--- src/rtl/instr_fetch_pkg.sv ---
// rtl/instr_fetch_pkg.sv - shared RV32I constants and the fetch entry type
// Purpose: XLEN, the canonical NOP and base opcodes shared by fetch and the
//          controller, plus the {pc, instr} record buffered by fetch.
// Ports:   none (package).
package instr_fetch_pkg;

  localparam int XLEN = 32;

  localparam logic [XLEN-1:0] INSTR_NOP = 32'h0000_0013;  // addi x0, x0, 0

  localparam logic [6:0] OPC_RTYPE  = 7'b0110011;
  localparam logic [6:0] OPC_ITYPE  = 7'b0010011;
  localparam logic [6:0] OPC_LOAD   = 7'b0000011;
  localparam logic [6:0] OPC_STORE  = 7'b0100011;
  localparam logic [6:0] OPC_BRANCH = 7'b1100011;
  localparam logic [6:0] OPC_JAL    = 7'b1101111;
  localparam logic [6:0] OPC_JALR   = 7'b1100111;
  localparam logic [6:0] OPC_LUI    = 7'b0110111;
  localparam logic [6:0] OPC_AUIPC  = 7'b0010111;

  typedef struct packed {
    logic [XLEN-1:0] pc;
    logic [XLEN-1:0] instr;
  } fetch_entry_t;

endpackage

--- src/rtl/instr_fetch_if.sv ---
// rtl/instr_fetch_if.sv - instruction memory request/response channel
// Purpose: groups the fetch-to-imem request (valid/ready/addr) and the
//          in-order, never back-pressured response (valid/data).
// Modports: master - fetch side (drives request, receives response)
//           slave  - memory side (accepts request, drives response)
interface instr_fetch_if;
  import instr_fetch_pkg::*;

  logic            imem_req_valid;
  logic            imem_req_ready;
  logic [XLEN-1:0] imem_req_addr;
  logic            imem_rsp_valid;
  logic [XLEN-1:0] imem_rsp_data;

  modport master (
    output imem_req_valid, imem_req_addr,
    input  imem_req_ready, imem_rsp_valid, imem_rsp_data
  );

  modport slave (
    input  imem_req_valid, imem_req_addr,
    output imem_req_ready, imem_rsp_valid, imem_rsp_data
  );

endinterface

--- src/rtl/instr_fetch_fifo.sv ---
// rtl/instr_fetch_fifo.sv - fetch_fifo: small synchronous prefetch FIFO
// Purpose: DEPTH-entry FIFO with flush; head is read straight from storage.
// Ports:   clk, rst (sync, active high), flush, push/push_data, pop,
//          head, empty, full, count.
module fetch_fifo #(
  parameter int DEPTH = 2,
  parameter int WIDTH = 64
) (
  input  logic                       clk,
  input  logic                       rst,
  input  logic                       flush,
  input  logic                       push,
  input  logic [WIDTH-1:0]           push_data,
  input  logic                       pop,
  output logic [WIDTH-1:0]           head,
  output logic                       empty,
  output logic                       full,
  output logic [$clog2(DEPTH):0]     count
);
  localparam int AW = $clog2(DEPTH);
  localparam int CW = AW + 1;

  logic [WIDTH-1:0] mem [DEPTH];
  logic [AW-1:0]    rd_ptr;
  logic [AW-1:0]    wr_ptr;
  logic             do_push;
  logic             do_pop;

  assign empty   = (count == '0);
  assign full    = (count == CW'(DEPTH));
  assign do_pop  = pop && !empty;
  // A push into a full FIFO is fine when the head leaves in the same cycle.
  assign do_push = push && (!full || do_pop);
  assign head    = mem[rd_ptr];

  always_ff @(posedge clk) begin
    if (rst || flush) begin
      rd_ptr <= '0;
      wr_ptr <= '0;
      count  <= '0;
    end else begin
      if (do_push) wr_ptr <= wr_ptr + 1'b1;
      if (do_pop)  rd_ptr <= rd_ptr + 1'b1;
      count <= count + CW'(do_push) - CW'(do_pop);
    end
  end

  always_ff @(posedge clk) begin
    if (do_push && !rst && !flush) mem[wr_ptr] <= push_data;
  end

endmodule

--- src/rtl/instr_fetch.sv ---
// rtl/instr_fetch.sv - IF stage: PC, credit-limited imem fetch, prefetch FIFO
// Purpose: issues word fetches from pc, buffers responses tagged with their pc,
//          hands {instr, pc} to decode, flushes on EX redirect.
// Ports:   clk, rst (sync, active high); imem (instr_fetch_if.master);
//          redirect_valid/redirect_pc from EX; id_valid/id_ready/id_instr/id_pc
//          towards decode.
// Config:  FETCH_BYPASS_EN - a response arriving while nothing is buffered
//          drives the decode outputs in the same cycle.
module instr_fetch
  import instr_fetch_pkg::*;
#(
  parameter int              DEPTH    = 2,
  parameter logic [XLEN-1:0] RESET_PC = 32'h0000_0000
) (
  input  logic               clk,
  input  logic               rst,
  instr_fetch_if.master      imem,
  input  logic               redirect_valid,
  input  logic [XLEN-1:0]    redirect_pc,
  output logic               id_valid,
  input  logic               id_ready,
  output logic [XLEN-1:0]    id_instr,
  output logic [XLEN-1:0]    id_pc
);
  localparam int AW = $clog2(DEPTH);
  localparam int CW = AW + 1;
  localparam int SW = CW + 2;

  logic [XLEN-1:0] pc;
  logic [CW-1:0]   outstanding;   // live fetches still owed by memory
  logic [CW-1:0]   drop_cnt;      // stale fetches whose responses get discarded
  logic [CW-1:0]   fifo_count;
  logic [XLEN-1:0] tag_q [DEPTH]; // pc of every fetch in flight, in issue order
  logic [AW-1:0]   tag_wr;
  logic [AW-1:0]   tag_rd;
  logic [XLEN-1:0] rsp_pc;
  logic [SW-1:0]   credit_used;
  logic            req_hs;
  logic            rsp_live;
  logic            fifo_push;
  logic            fifo_pop;
  logic            fifo_empty;
  logic            fifo_full;
  fetch_entry_t    fifo_head;

  assign rsp_pc   = tag_q[tag_rd];
  // Anything returning in a redirect cycle belongs to the old path.
  assign rsp_live = imem.imem_rsp_valid && (drop_cnt == '0) && !redirect_valid;
  assign fifo_pop = !fifo_empty && id_ready && !redirect_valid;

  // Stale fetches keep holding credit until their responses drain; a slot
  // freed by this cycle's pop can be reused at once to sustain 1 fetch/cycle.
  assign credit_used = SW'(outstanding) + SW'(drop_cnt) + SW'(fifo_count) - SW'(fifo_pop);
  assign imem.imem_req_valid = !rst && (credit_used < SW'(DEPTH));
  assign imem.imem_req_addr  = pc;
  assign req_hs = imem.imem_req_valid && imem.imem_req_ready;

`ifdef FETCH_BYPASS_EN
  logic bypass;
  assign bypass    = rsp_live && fifo_empty;
  assign fifo_push = rsp_live && !(bypass && id_ready);
`else
  assign fifo_push = rsp_live;
`endif

  fetch_fifo #(
    .DEPTH (DEPTH),
    .WIDTH (2*XLEN)
  ) u_fifo (
    .clk       (clk),
    .rst       (rst),
    .flush     (redirect_valid),
    .push      (fifo_push),
    .push_data ({rsp_pc, imem.imem_rsp_data}),
    .pop       (fifo_pop),
    .head      (fifo_head),
    .empty     (fifo_empty),
    .full      (fifo_full),
    .count     (fifo_count)
  );

  always_comb begin
    id_valid = !fifo_empty;
    id_instr = INSTR_NOP;
    id_pc    = '0;
    if (!fifo_empty) begin
      id_instr = fifo_head.instr;
      id_pc    = fifo_head.pc;
    end
`ifdef FETCH_BYPASS_EN
    else if (bypass) begin
      id_valid = 1'b1;
      id_instr = imem.imem_rsp_data;
      id_pc    = rsp_pc;
    end
`endif
  end

  always_ff @(posedge clk) begin
    if (rst) begin
      pc          <= RESET_PC;
      outstanding <= '0;
      drop_cnt    <= '0;
      tag_wr      <= '0;
      tag_rd      <= '0;
    end else begin
      if (req_hs)              tag_wr <= tag_wr + 1'b1;
      // Dropped responses still consume their tag so the queue stays aligned.
      if (imem.imem_rsp_valid) tag_rd <= tag_rd + 1'b1;
      if (redirect_valid) begin
        pc          <= redirect_pc;
        outstanding <= '0;
        // Every fetch still in flight after this cycle, old drops included.
        drop_cnt    <= outstanding + drop_cnt + CW'(req_hs) - CW'(imem.imem_rsp_valid);
      end else begin
        if (req_hs) pc <= pc + 32'd4;
        outstanding <= outstanding + CW'(req_hs)
                       - CW'(imem.imem_rsp_valid && (drop_cnt == '0));
        drop_cnt    <= drop_cnt - CW'(imem.imem_rsp_valid && (drop_cnt != '0));
      end
    end
  end

  always_ff @(posedge clk) begin
    if (req_hs && !rst) tag_q[tag_wr] <= pc;
  end

  always_ff @(posedge clk) begin
    if (!rst) begin
      assert (!(fifo_push && fifo_full && !fifo_pop));
      assert (outstanding <= CW'(DEPTH));
      assert (!redirect_valid || (redirect_pc[1:0] == 2'b00));
    end
  end

endmodule
--- src/flat_wrapper.sv ---
// flat-port wrapper written by rule: the top's interface ports become plain ports
module instr_fetch_flat import instr_fetch_pkg::*;
#(
  parameter int              DEPTH    = 2,
  parameter logic [XLEN-1:0] RESET_PC = 32'h0000_0000
)
  (clk, rst, redirect_valid, redirect_pc, id_valid, id_ready, id_instr, id_pc, imem_imem_req_valid, imem_imem_req_addr, imem_imem_req_ready, imem_imem_rsp_valid, imem_imem_rsp_data);
  instr_fetch_if imem_i ();
  input  logic clk;
  input  logic rst;
  input  logic redirect_valid;
  input  logic [XLEN-1:0] redirect_pc;
  output logic id_valid;
  input  logic id_ready;
  output logic [XLEN-1:0] id_instr;
  output logic [XLEN-1:0] id_pc;
  output wire logic [$bits(imem_i.imem_req_valid)-1:0] imem_imem_req_valid;
  output wire logic [$bits(imem_i.imem_req_addr)-1:0] imem_imem_req_addr;
  input wire logic [$bits(imem_i.imem_req_ready)-1:0] imem_imem_req_ready;
  input wire logic [$bits(imem_i.imem_rsp_valid)-1:0] imem_imem_rsp_valid;
  input wire logic [$bits(imem_i.imem_rsp_data)-1:0] imem_imem_rsp_data;
  assign imem_imem_req_valid = imem_i.imem_req_valid;
  assign imem_imem_req_addr = imem_i.imem_req_addr;
  assign imem_i.imem_req_ready = imem_imem_req_ready;
  assign imem_i.imem_rsp_valid = imem_imem_rsp_valid;
  assign imem_i.imem_rsp_data = imem_imem_rsp_data;
  instr_fetch #(.DEPTH(DEPTH), .RESET_PC(RESET_PC)) u_core (.clk(clk), .rst(rst), .imem(imem_i), .redirect_valid(redirect_valid), .redirect_pc(redirect_pc), .id_valid(id_valid), .id_ready(id_ready), .id_instr(id_instr), .id_pc(id_pc));
endmodule
--- config.mk ---
export PLATFORM = sky130hd
export DESIGN_NAME = instr_fetch_flat
export DESIGN_NICKNAME = d
export VERILOG_FILES = /design/src/rtl/instr_fetch_pkg.sv /design/src/rtl/instr_fetch_if.sv /design/src/rtl/instr_fetch_fifo.sv /design/src/rtl/instr_fetch.sv /design/src/flat_wrapper.sv
export SDC_FILE = /design/constraint.sdc
export NUM_CORES = 1
export LEC_CHECK = 0
export ABC_CLOCK_PERIOD_IN_PS = 6400
export BUFFER_PORTS_ARGS = -buffer_cell sky130_fd_sc_hd__buf_2
export CAP_MARGIN = 30
export CELL_PAD_IN_SITES_DETAIL_PLACEMENT = 1
export CELL_PAD_IN_SITES_GLOBAL_PLACEMENT = 1
export CORE_ASPECT_RATIO = 0.7
export CORE_MARGIN = 4
export CORE_UTILIZATION = 43
export CTS_BUF_LIST = sky130_fd_sc_hd__clkbuf_2 sky130_fd_sc_hd__clkbuf_4 sky130_fd_sc_hd__clkbuf_8
export CTS_CLUSTER_DIAMETER = 120
export DETAILED_ROUTE_END_ITERATION = 6
export PLACE_DENSITY_LB_ADDON = 0.12
export RECOVER_POWER = 25
export SKIP_CTS_REPAIR_TIMING = 1
export SLEW_MARGIN = 10
export SYNTH_ARGS = -nofsm -noshare
export SYNTH_HDL_FRONTEND = slang
export SYNTH_SLANG_ARGS = --single-unit
--- constraint.sdc ---
create_clock -name clk -period 6.4 [get_ports clk]
set_clock_uncertainty 0.1 [all_clocks]
set_input_delay 0.96 -clock clk [delete_from_list [all_inputs] [get_ports clk]]
set_output_delay 0.96 -clock clk [all_outputs]
set_load 0.005 [all_outputs]
==> run_results.csv, run 1 <==
group,metric,value,unit
global_route,grt_remaining_overflow,0,
synthesis,syn-cell-area,9894,um^2
placement,place_congestion,0.9298,
route,vias_per_cell,5.227,
placement,dp_hpwl,16890,um
worst_hold_path,hp-class,"register to register",
timing,hold_viol_final,0,
worst_setup_path,crit_path_end_kind,"register",
die,rows,46,
global_route,grt_max_degree,62,
clock_network,cts_max_level,2,
route,drt_iter0_markers,326,
timing,fmax,200.1,MHz
worst_setup_path,cp.arrival,5.18,ns
route,drcViolationCount,0,
die,die_area,25540,um^2
clock_network,cts_tree,"done",
timing,fin_setup_tns,0,ns
clock_network,cts_buffer_depth,3,
global_route,antenna_found_initial,0,
synthesis,synth_edf_count,192,
status,outcome,"finished with violations",
clock_network,cts_root_buf,"clkbuf_8",
worst_setup_path,setup.worst_path.class,"input pin to register",
die,design.core.area,22620,um^2
timing,period_needed,4.998,ns
cells_and_area,instances_no_fill,1225,
cells_and_area,final_area,11850,um^2
worst_hold_path,worstHoldPathCells,0,
synthesis,synth_warnings,0,
die,die_h,134.9,um
route,ant_nets,0,
route,routedWlPerCell,19.98,um
timing,rsz0062_at_grt,"no",
worst_hold_path,min_to,"u_core.tag_q[1][27]",
timing,drv_slew,80,
synthesis,syn_inst,701,
flow_run,max_cap_violations,2,
clock_network,worstSkewPairLatency,0.53,ns
synthesis,synth_cell_types,60,
synthesis,synth_flop_cell,"edfxtp_1",
status,violations,"max-capacitance violations, max-slew violations",
synthesis,syn_nets,787,
clock_network,numCtsBuffers,38,
die,die_w,189.3,um
timing,finalSetupViolCount,0,
cells_and_area,diodes,0,
synthesis,ys_seq_area_share,67.17,%
pwr,leakage,0.004302,uW
synthesis,ys_seq_elements,236,
timing,hold_ws,0.4173,ns
clock_network,path_clk_slew,0.07,ns
die,floorplan.initialDensity,43.74,%
timing,worst_slew_pin_slew,2.300,ns
pwr,vdd_drop_max,0.2123,mV
timing,period_share,78.09,%
synthesis,synth_area_leaders,"edfxtp_1 58%, dfxtp_1 8.9%, mux2i_1 6.9%",
cells_and_area,final_cell_mix,"192 x edfxtp_1, 150 x buf_2, 96 x nor2_1",
clock_network,cts.sinks,236,
route,wirelength,24480,um
cells_and_area,fin_nets,973,
synthesis,post-synth-top-area-cell,"edfxtp_1",
worst_setup_path,reg2reg_slack,1.74,ns
pwr,power_density,312.1,nW/um^2
cells_and_area,drive_gt1_share,29.57,%
worst_setup_path,reg2regPathDepth,15,
worst_setup_path,worstReg2RegEnd,"u_core.drop_cnt[1]",
die,io_pins,168,
route,drtPass1Iterations,4,
placement,place_area,11130,um^2
timing,max_slew_margin,-53.33,%
worst_setup_path,path_max_fanout,46,
synthesis,synth_top_area_share,58.27,%
synthesis,async_flop_share,0,%
global_route,grt_usage,19.04,%
worst_setup_path,critPathLaunchType,"input pin",
worst_setup_path,worstPathRequired,6.59,ns
cells_and_area,syn_to_final_growth,19.78,%
worst_setup_path,r2r_start,"u_core.outstanding[0]",
placement,portBuffers,167,
global_route,grt_pass1_wl,38230,um
worst_hold_path,min_from,"u_core.imem.imem_req_addr[27]",
placement,placed_cells,1158,
synthesis,postSynthAreaPerCell,14.11,um^2
cells_and_area,final_common_cell,"edfxtp_1",
route,vias,6403,
global_route,grt_pass1_vias,6804,
==> synth_stat cells, drive strengths merged (4+ instances only) <==
master / instances
a2111oi: 11
a211oi: 11
a21oi: 4
and2: 7
and3: 6
and4: 7
buf: 13
clkbuf: 24
dfxtp: 44
edfxtp: 192
ha: 13
inv: 22
mux2: 33
mux2i: 68
nand2: 25
nand3: 11
nand4: 13
nor2: 98
nor3: 12
nor3b: 4
nor4b: 4
o21a: 5
o21ai: 5
o311ai: 4
xnor2: 12
xor2: 9
==> routing by layer <==
metal	GRT usage, %	vias to the layer above	part of all wire, %
met2	30.84	173	47
li1	-	3017	-
met1	26.14	3175	46
met4	6.064	0	2.1
met5	0	-	0
met3	3.902	38	5.0
==> critical path: stages <==
cell and delay [ns]:
buf_2 0.07, clkbuf_1 1.63, nor2b_1 0.24, nand3_1 0.29
a21o_1 0.53, inv_1 0.48, fa_1 0.54, xor2_1 0.20
xnor2_1 0.14, a211oi_1 0.08
==> power by group <==
| group | switching (uW) | internal (uW) |
|---|---|---|
| registers | 61.7 | 1800 |
| logic | 361 | 223 |
| clock network | 582 | 671 |
==> cell type report <==
type	instances	area [um^2]
fillers	2326	10770
flip-flops and latches	236	6650
multi-input cells	405	3045
repair buffers	183	954.7
clock buffers	53	666.9
well taps	312	390.4
inverters	23	86.33
clock inverters	13	57.56
==> registers in the layout, summed over array words and instances (netlist names), named ones only <==
register and flops:
u_core.tag_wr 1, u_core.tag_q 64, u_core.imem.imem_req_addr 32, u_core.u_fifo.mem 128
u_core.u_fifo.wr_ptr 1, u_core.tag_rd 1, u_core.u_fifo.rd_ptr 1, u_core.drop_cnt 2
u_core.outstanding 2, u_core.u_fifo.count 2
==> per-stage QoR <==
step,total power (uW),setup slack [ns],utilization [%]
CTS,3729,1.660,52.40
global placement,2420,1.299,49.10
floorplan,2241,0.9934,-
finish,3699,1.402,52.40
global route,3888,1.017,52.40
detailed placement,2470,1.093,49.20
==> kinds of logic after synthesis <==
group | Yosys count | share of synthesized area [%]
AND/OR/NAND/NOR | 201 | 9.965
multiplexers | 101 | 10.63
adder cells (fa/ha/maj) | 16 | 2.251
AO/OA/AOI/OAI | 66 | 5.691
flip-flops | 236 | 67.17
buffers and inverters | 60 | 2.428
XOR/XNOR | 21 | 1.859
==> worst max path at each step <==
stage,end,from,cells after the start,slack (ns)
global placement,u_core.drop_cnt[1],redirect_valid,13,1.30
floorplan,u_core.tag_q[0][0],redirect_valid,12,0.99
CTS,u_core.drop_cnt[1],redirect_valid,13,1.66
detailed placement,u_core.drop_cnt[1],redirect_valid,13,1.09
global route,u_core.drop_cnt[1],rst,10,1.02
finish,u_core.drop_cnt[1],rst,10,1.40
Power figures use the tool's default switching activity.
==> run 2: changes to the inputs <==
--- a/config.mk
+++ b/config.mk
@@ -5,14 +5,14 @@
 export SDC_FILE = /design/constraint.sdc
 export NUM_CORES = 1
 export LEC_CHECK = 0
-export ABC_CLOCK_PERIOD_IN_PS = 6400
+export ABC_CLOCK_PERIOD_IN_PS = 4700
 export BUFFER_PORTS_ARGS = -buffer_cell sky130_fd_sc_hd__buf_2
 export CAP_MARGIN = 30
 export CELL_PAD_IN_SITES_DETAIL_PLACEMENT = 1
 export CELL_PAD_IN_SITES_GLOBAL_PLACEMENT = 1
 export CORE_ASPECT_RATIO = 0.7
 export CORE_MARGIN = 4
-export CORE_UTILIZATION = 43
+export CORE_UTILIZATION = 48
 export CTS_BUF_LIST = sky130_fd_sc_hd__clkbuf_2 sky130_fd_sc_hd__clkbuf_4 sky130_fd_sc_hd__clkbuf_8
 export CTS_CLUSTER_DIAMETER = 120
 export DETAILED_ROUTE_END_ITERATION = 6
==> constraint.sdc (replaced) <==
create_clock -name clk -period 4.7 [get_ports clk]
set_clock_uncertainty 0.1 [all_clocks]
set_input_delay 0.705 -clock clk [delete_from_list [all_inputs] [get_ports clk]]
set_output_delay 0.705 -clock clk [all_outputs]
set_load 0.005 [all_outputs]
==> run_results.csv, run 2 (synthesis gave the netlist of run 1 again) <==
group,metric,value,unit
clock_network,cts_buffer_depth,3,
clock_network,cts_max_level,2,
route,ant_nets,0,
timing,max_slew_margin,42.80,%
global_route,grt_use_met2,36.59,%
worst_setup_path,setup.worst_path.class,"register to register",
route,drt_iter0_markers,521,
cells_and_area,drive_gt1_share,29.28,%
worst_setup_path,path_max_fanout,17,
route,vias_per_cell,5.493,
cells_and_area,top_register,"u_core.u_fifo.mem",
status,outcome,"complete, no violations",
route,vias,6493,
cells_and_area,fill_cells,2026,
global_route,grt_pass1_vias,6910,
cells_and_area,largest_reg_flops,128,
timing,finalSetupViolCount,0,
timing,timing.final.ws_setup,0.2781,ns
pwr,p_int,3784,uW
timing,hold_ws,0.2754,ns
cells_and_area,final_util,59.30,%
pwr,power_density,434.2,nW/um^2
cells_and_area,final_common_cell,"edfxtp_1",
placement,portBuffers,167,
route,drtPass1Iterations,4,
cells_and_area,fin_nets,972,
worst_hold_path,hp-class,"input pin to register",
pwr,combPwrFrac,15.7,%
timing,hold_viol_final,0,
global_route,busiest_layer,"met2",
cells_and_area,instances_no_fill,1182,
placement,place_ws,0.3131,ns
global_route,antenna_found_initial,0,
cells_and_area,register_area,6650,um^2
timing,period_share,94.08,%
worst_setup_path,crit_path_end_kind,"register",
pwr,power_frac_clock,35.0,%
die,die_area,23010,um^2
die,io_pins,168,
flow_run,max_cap_violations,0,
die,die_w,179.6,um
clock_network,cts.sinks,236,
pwr,vdd_drop_max,0.2396,mV
global_route,use_met3,4.651,%
die,die_h,128.1,um
cells_and_area,multi_input_area,3045,um^2
route,routedWlPerCell,21.65,um
placement,placed_cells,1118,
global_route,grt_usage,22.11,%
timing,worst_slew_pin_slew,0.8515,ns
placement,place_congestion,0.9013,
cells_and_area,final_cell_mix,"192 x edfxtp_1, 141 x buf_2, 96 x nor2_1",
route,wirelength,25590,um
global_route,grt_remaining_overflow,0,
global_route,grt_max_degree,62,
route,drcViolationCount,0,
timing,rsz0062_at_grt,"no",
die,design.core.area,20010,um^2
timing,fmax,226.1,MHz
worst_setup_path,crit_chain,"ha_1 -> inv_1 -> fa_1 -> ha_1 -> inv_1 -> ha_1 -> and4b_4 -> o21ai_1 -> buf_4 -> a21o_1 -> inv_1 -> fa_1 -> xor2_1 -> xnor2_1 -> a211oi_1",
worst_setup_path,worstPathRequired,5.02,ns
pwr,p_seq_share,49.3,%
clock_network,cts_root_buf,"clkbuf_8",
worst_setup_path,slowest_stage,"a21o_1",
clock_network,numCtsBuffers,36,
placement,dp_hpwl,17520,um
worst_setup_path,crit_path_max_incr_delay,0.55,ns
pwr,sw_frac_of_total,26.58,%
timing,drv_slew,0,
die,floorplan.initialDensity,49.44,%
worst_setup_path,critPathLaunchType,"register",
worst_setup_path,cp.arrival,4.74,ns
pwr,p_switching,1370,uW
cells_and_area,diodes,0,
clock_network,worstSkewPairLatency,0.53,ns
timing,period_needed,4.422,ns
timing,fin_setup_tns,0,ns
die,rows,43,
global_route,use_met1,30.71,%
clock_network,cts_tree,"done",
cells_and_area,syn_to_final_growth,19.95,%
global_route,grt_pass1_wl,39960,um
clock_network,path_clk_slew,0.07,ns
pwr,leakage,0.004317,uW
## run 2: cell count changes in the layout (fill, tap and decap cells not counted), moves of 3 or more
cell,delta
buf_2,-9
clkbuf_1,+7
clkbuf_4,+3
clkinv_1,-5
## run 2: worst paths after layout
kind                            cells past startpoint                         start  slack [ns]                  endpoint
worst max-delay path                               15         u_core.outstanding[0]        0.28        u_core.drop_cnt[1]
worst min-delay path                                1        imem_imem_rsp_data[16]        0.28  u_core.u_fifo.mem[1][16]
worst max register to register                     15         u_core.outstanding[0]        0.28        u_core.drop_cnt[1]
worst min register to register                      0  u_core.imem.imem_req_addr[1]        0.40        u_core.tag_q[1][1]
## run 2: critical path: cells and delay by family, from the launching register on
kind	cells	cell delay [ns]
AO/OA/AOI/OAI	3	0.93
XOR/XNOR	2	0.34
adder cells (fa/ha/maj)	5	1.73
buffers and inverters	4	0.58
flip-flops	1	0.40
AND/OR/NAND/NOR	1	0.23
## run 2: cell type report
type,instances,area share (%)
flip-flops and latches,236,56.03
multi-input cells,405,25.66
repair buffers,184,8.223
clock buffers,55,5.693
well taps,270,2.846
clock inverters,9,0.8223
inverters,23,0.7274
## run 2: per-stage QoR
stage                     cell area, um^2  power (uW)
after floorplan                      9907        3052
after global placement              11090        3312
after detailed placement            11130        3386
after CTS                           11900        5213
after global routing                11870        5403
final                               11870        5153
## run 2: power groups by stage
stage / Sequential (uW) / Combinational, uW / Clock, uW
after floorplan: 2550 / 501 / 0
after global placement: 2570 / 739 / 0
after detailed placement: 2580 / 802 / 0
after CTS: 2540 / 816 / 1860
after global routing: 2550 / 887 / 1960
final: 2540 / 809 / 1800
## run 2: per-layer routing
layer  vias up  share of wire (%)
li1       3005                  -
met3        35                5.6
met1      3266                 45
met4         0                1.3
met5         -                  0
met2       187                 48
==> run 3: changes to the inputs <==
--- a/config.mk
+++ b/config.mk
@@ -11,8 +11,8 @@
 export CELL_PAD_IN_SITES_DETAIL_PLACEMENT = 1
 export CELL_PAD_IN_SITES_GLOBAL_PLACEMENT = 1
 export CORE_ASPECT_RATIO = 0.7
-export CORE_MARGIN = 4
-export CORE_UTILIZATION = 48
+export CORE_MARGIN = 2
+export CORE_UTILIZATION = 47
 export CTS_BUF_LIST = sky130_fd_sc_hd__clkbuf_2 sky130_fd_sc_hd__clkbuf_4 sky130_fd_sc_hd__clkbuf_8
 export CTS_CLUSTER_DIAMETER = 120
 export DETAILED_ROUTE_END_ITERATION = 6
==> run_results.csv, run 3 (synthesis gave the netlist of run 1 again) <==
group,metric,value,unit
timing,period_share,91.74,%
route,vias,6497,
clock_network,cts_root_buf,"clkbuf_8",
placement,place_area,11100,um^2
timing,fmax,231.9,MHz
timing,max_slew_margin,13.26,%
route,ant_nets,0,
die,die_area,22250,um^2
global_route,grt_max_degree,62,
flow_run,max_cap_violations,0,
timing,finalSetupViolCount,0,
worst_setup_path,reg2reg_slack,0.59,ns
cells_and_area,largest_reg_flops,128,
pwr,p_switching,1379,uW
worst_setup_path,crit_family,"adder cells",
die,io_pins,168,
cells_and_area,drive_gt1_share,29.91,%
cells_and_area,final_cell_mix,"192 x edfxtp_1, 144 x buf_2, 96 x nor2_1",
worst_hold_path,min_to,"u_core.u_fifo.mem[1][17]",
clock_network,cts.sinks,236,
cells_and_area,final_area,11880,um^2
global_route,antenna_found_initial,1,
worst_setup_path,worstReg2RegEnd,"u_core.drop_cnt[1]",
worst_setup_path,critPathLaunchType,"register",
timing,fin_setup_tns,0,ns
worst_setup_path,crit_path_end_kind,"output port",
placement,place_congestion,0.8828,
die,floorplan.initialDensity,47.80,%
worst_hold_path,hp-class,"input pin to register",
timing,worst_slew_pin_slew,1.301,ns
worst_setup_path,crit_chain,"ha_1 -> inv_1 -> fa_1 -> ha_1 -> inv_1 -> ha_1 -> and4b_4 -> or3_4 -> nand2_1 -> and3_1 -> buf_2",
worst_setup_path,worst_path_most_repeated_cell,"ha_1",
clock_network,numCtsBuffers,37,
worst_setup_path,setup.worst_path.class,"register to output port",
pwr,combPwrFrac,15.9,%
route,routedWlPerCell,20.85,um
clock_network,cts_buffer_depth,3,
worst_hold_path,worstHoldPathCells,1,
pwr,sw_frac_of_total,27.10,%
pwr,power_density,428.1,nW/um^2
status,outcome,"complete, no violations",
clock_network,path_clk_slew,0.07,ns
route,vias_per_cell,5.446,
cells_and_area,syn_to_final_growth,20.08,%
cells_and_area,final_util,57.40,%
global_route,grt_usage,22.68,%
pwr,power_frac_clock,34.2,%
timing,hold_ws,0.2671,ns
worst_setup_path,reg2regPathDepth,13,
worst_setup_path,crit_path_max_incr_delay,0.47,ns
pwr,leakage,0.004332,uW
clock_network,cts_tree,"done",
timing,drv_slew,0,
worst_setup_path,path_depth,11,
die,die_h,125.4,um
route,wirelength,24870,um
timing,hold_viol_final,0,
clock_network,cts_max_level,2,
cells_and_area,top_register,"u_core.u_fifo.mem",
worst_setup_path,path_max_fanout,12,
die,die_w,177.4,um
worst_hold_path,min_from,"imem_imem_rsp_data[17]",
global_route,grt_pass1_vias,6869,
placement,dp_hpwl,16880,um
route,drtPass1Iterations,5,
global_route,grt_remaining_overflow,0,
worst_setup_path,slowest_stage,"or3_4",
worst_setup_path,worstPathRequired,3.89,ns
timing,period_needed,4.312,ns
worst_setup_path,cp_num_buf_inv,3,
worst_setup_path,r2r_start,"u_core.outstanding[0]",
cells_and_area,fin_nets,974,
pwr,p_int,3708,uW
placement,portBuffers,167,
die,rows,44,
pwr,vdd_drop_max,0.2173,mV
die,design.core.area,20700,um^2
clock_network,worstSkewPairLatency,0.53,ns
worst_setup_path,cp.arrival,3.51,ns
cells_and_area,final_common_cell,"edfxtp_1",
route,drcViolationCount,0,
global_route,grt_pass1_wl,38490,um
route,drt_iter0_markers,383,
timing,rsz0062_at_grt,"no",
pwr,p_seq_share,49.9,%
-- run 3: cell count changes in the layout (fill, tap and decap cells not counted), moves of 2 or more --
cell	previous run	this run
buf_2	141	144
clkbuf_1	26	23
clkinv_2	2	5
bufinv_16	2	0
clkbuf_8	42	44
-- run 3: power groups by stage --
stage | Clock (uW) | Sequential (uW) | Combinational (uW)
5_1_grt | 1880 | 2550 | 888
4_1_cts | 1790 | 2540 | 804
2_1_floorplan | 0 | 2550 | 501
3_3_place_gp | 0 | 2570 | 743
3_5_place_dp | 0 | 2590 | 798
6_report | 1740 | 2540 | 807
-- run 3: worst max path at each step --
stage / endpoint / from
floorplan: u_core.tag_q[1][0] / redirect_valid
global placement: u_core.tag_q[1][5] / u_core.outstanding[0]
detailed placement: u_core.drop_cnt[1] / id_ready
CTS: imem_imem_req_valid / u_core.outstanding[0]
global route: imem_imem_req_valid / u_core.outstanding[0]
finish: imem_imem_req_valid / u_core.outstanding[0]
-- run 3: layer usage --
layer | track usage [%] | up-vias | share of wire [%]
li1 | - | 3022 | -
met1 | 30.92 | 3244 | 44
met3 | 4.197 | 36 | 5.4
met2 | 37.07 | 195 | 48
met5 | 0 | - | 0
met4 | 6.943 | 0 | 1.9
-- run 3: final cells by class --
| type | count | area [um^2] |
|---|---|---|
| Tap cell | 276 | 345.3 |
| Clock inverter | 11 | 61.31 |
| Antenna cell | 1 | 2.502 |
| Clock buffer | 56 | 695.7 |
| Inverter | 23 | 86.33 |
| Sequential cell | 236 | 6650 |
| Timing Repair Buffer | 185 | 994.7 |
| Fill cell | 2108 | 8818 |
| Multi-Input combinational cell | 405 | 3045 |
-- run 3: through the flow --
stage | total power, uW | cells | setup WS [ns]
after floorplan | 3052 | 701 | 0.06229
after global placement | 3314 | 1122 | 0.7441
after detailed placement | 3384 | 1123 | 0.5928
after CTS | 5132 | 1190 | 0.3914
after global routing | 5317 | 1193 | 0.2513
final | 5086 | 1193 | 0.3881
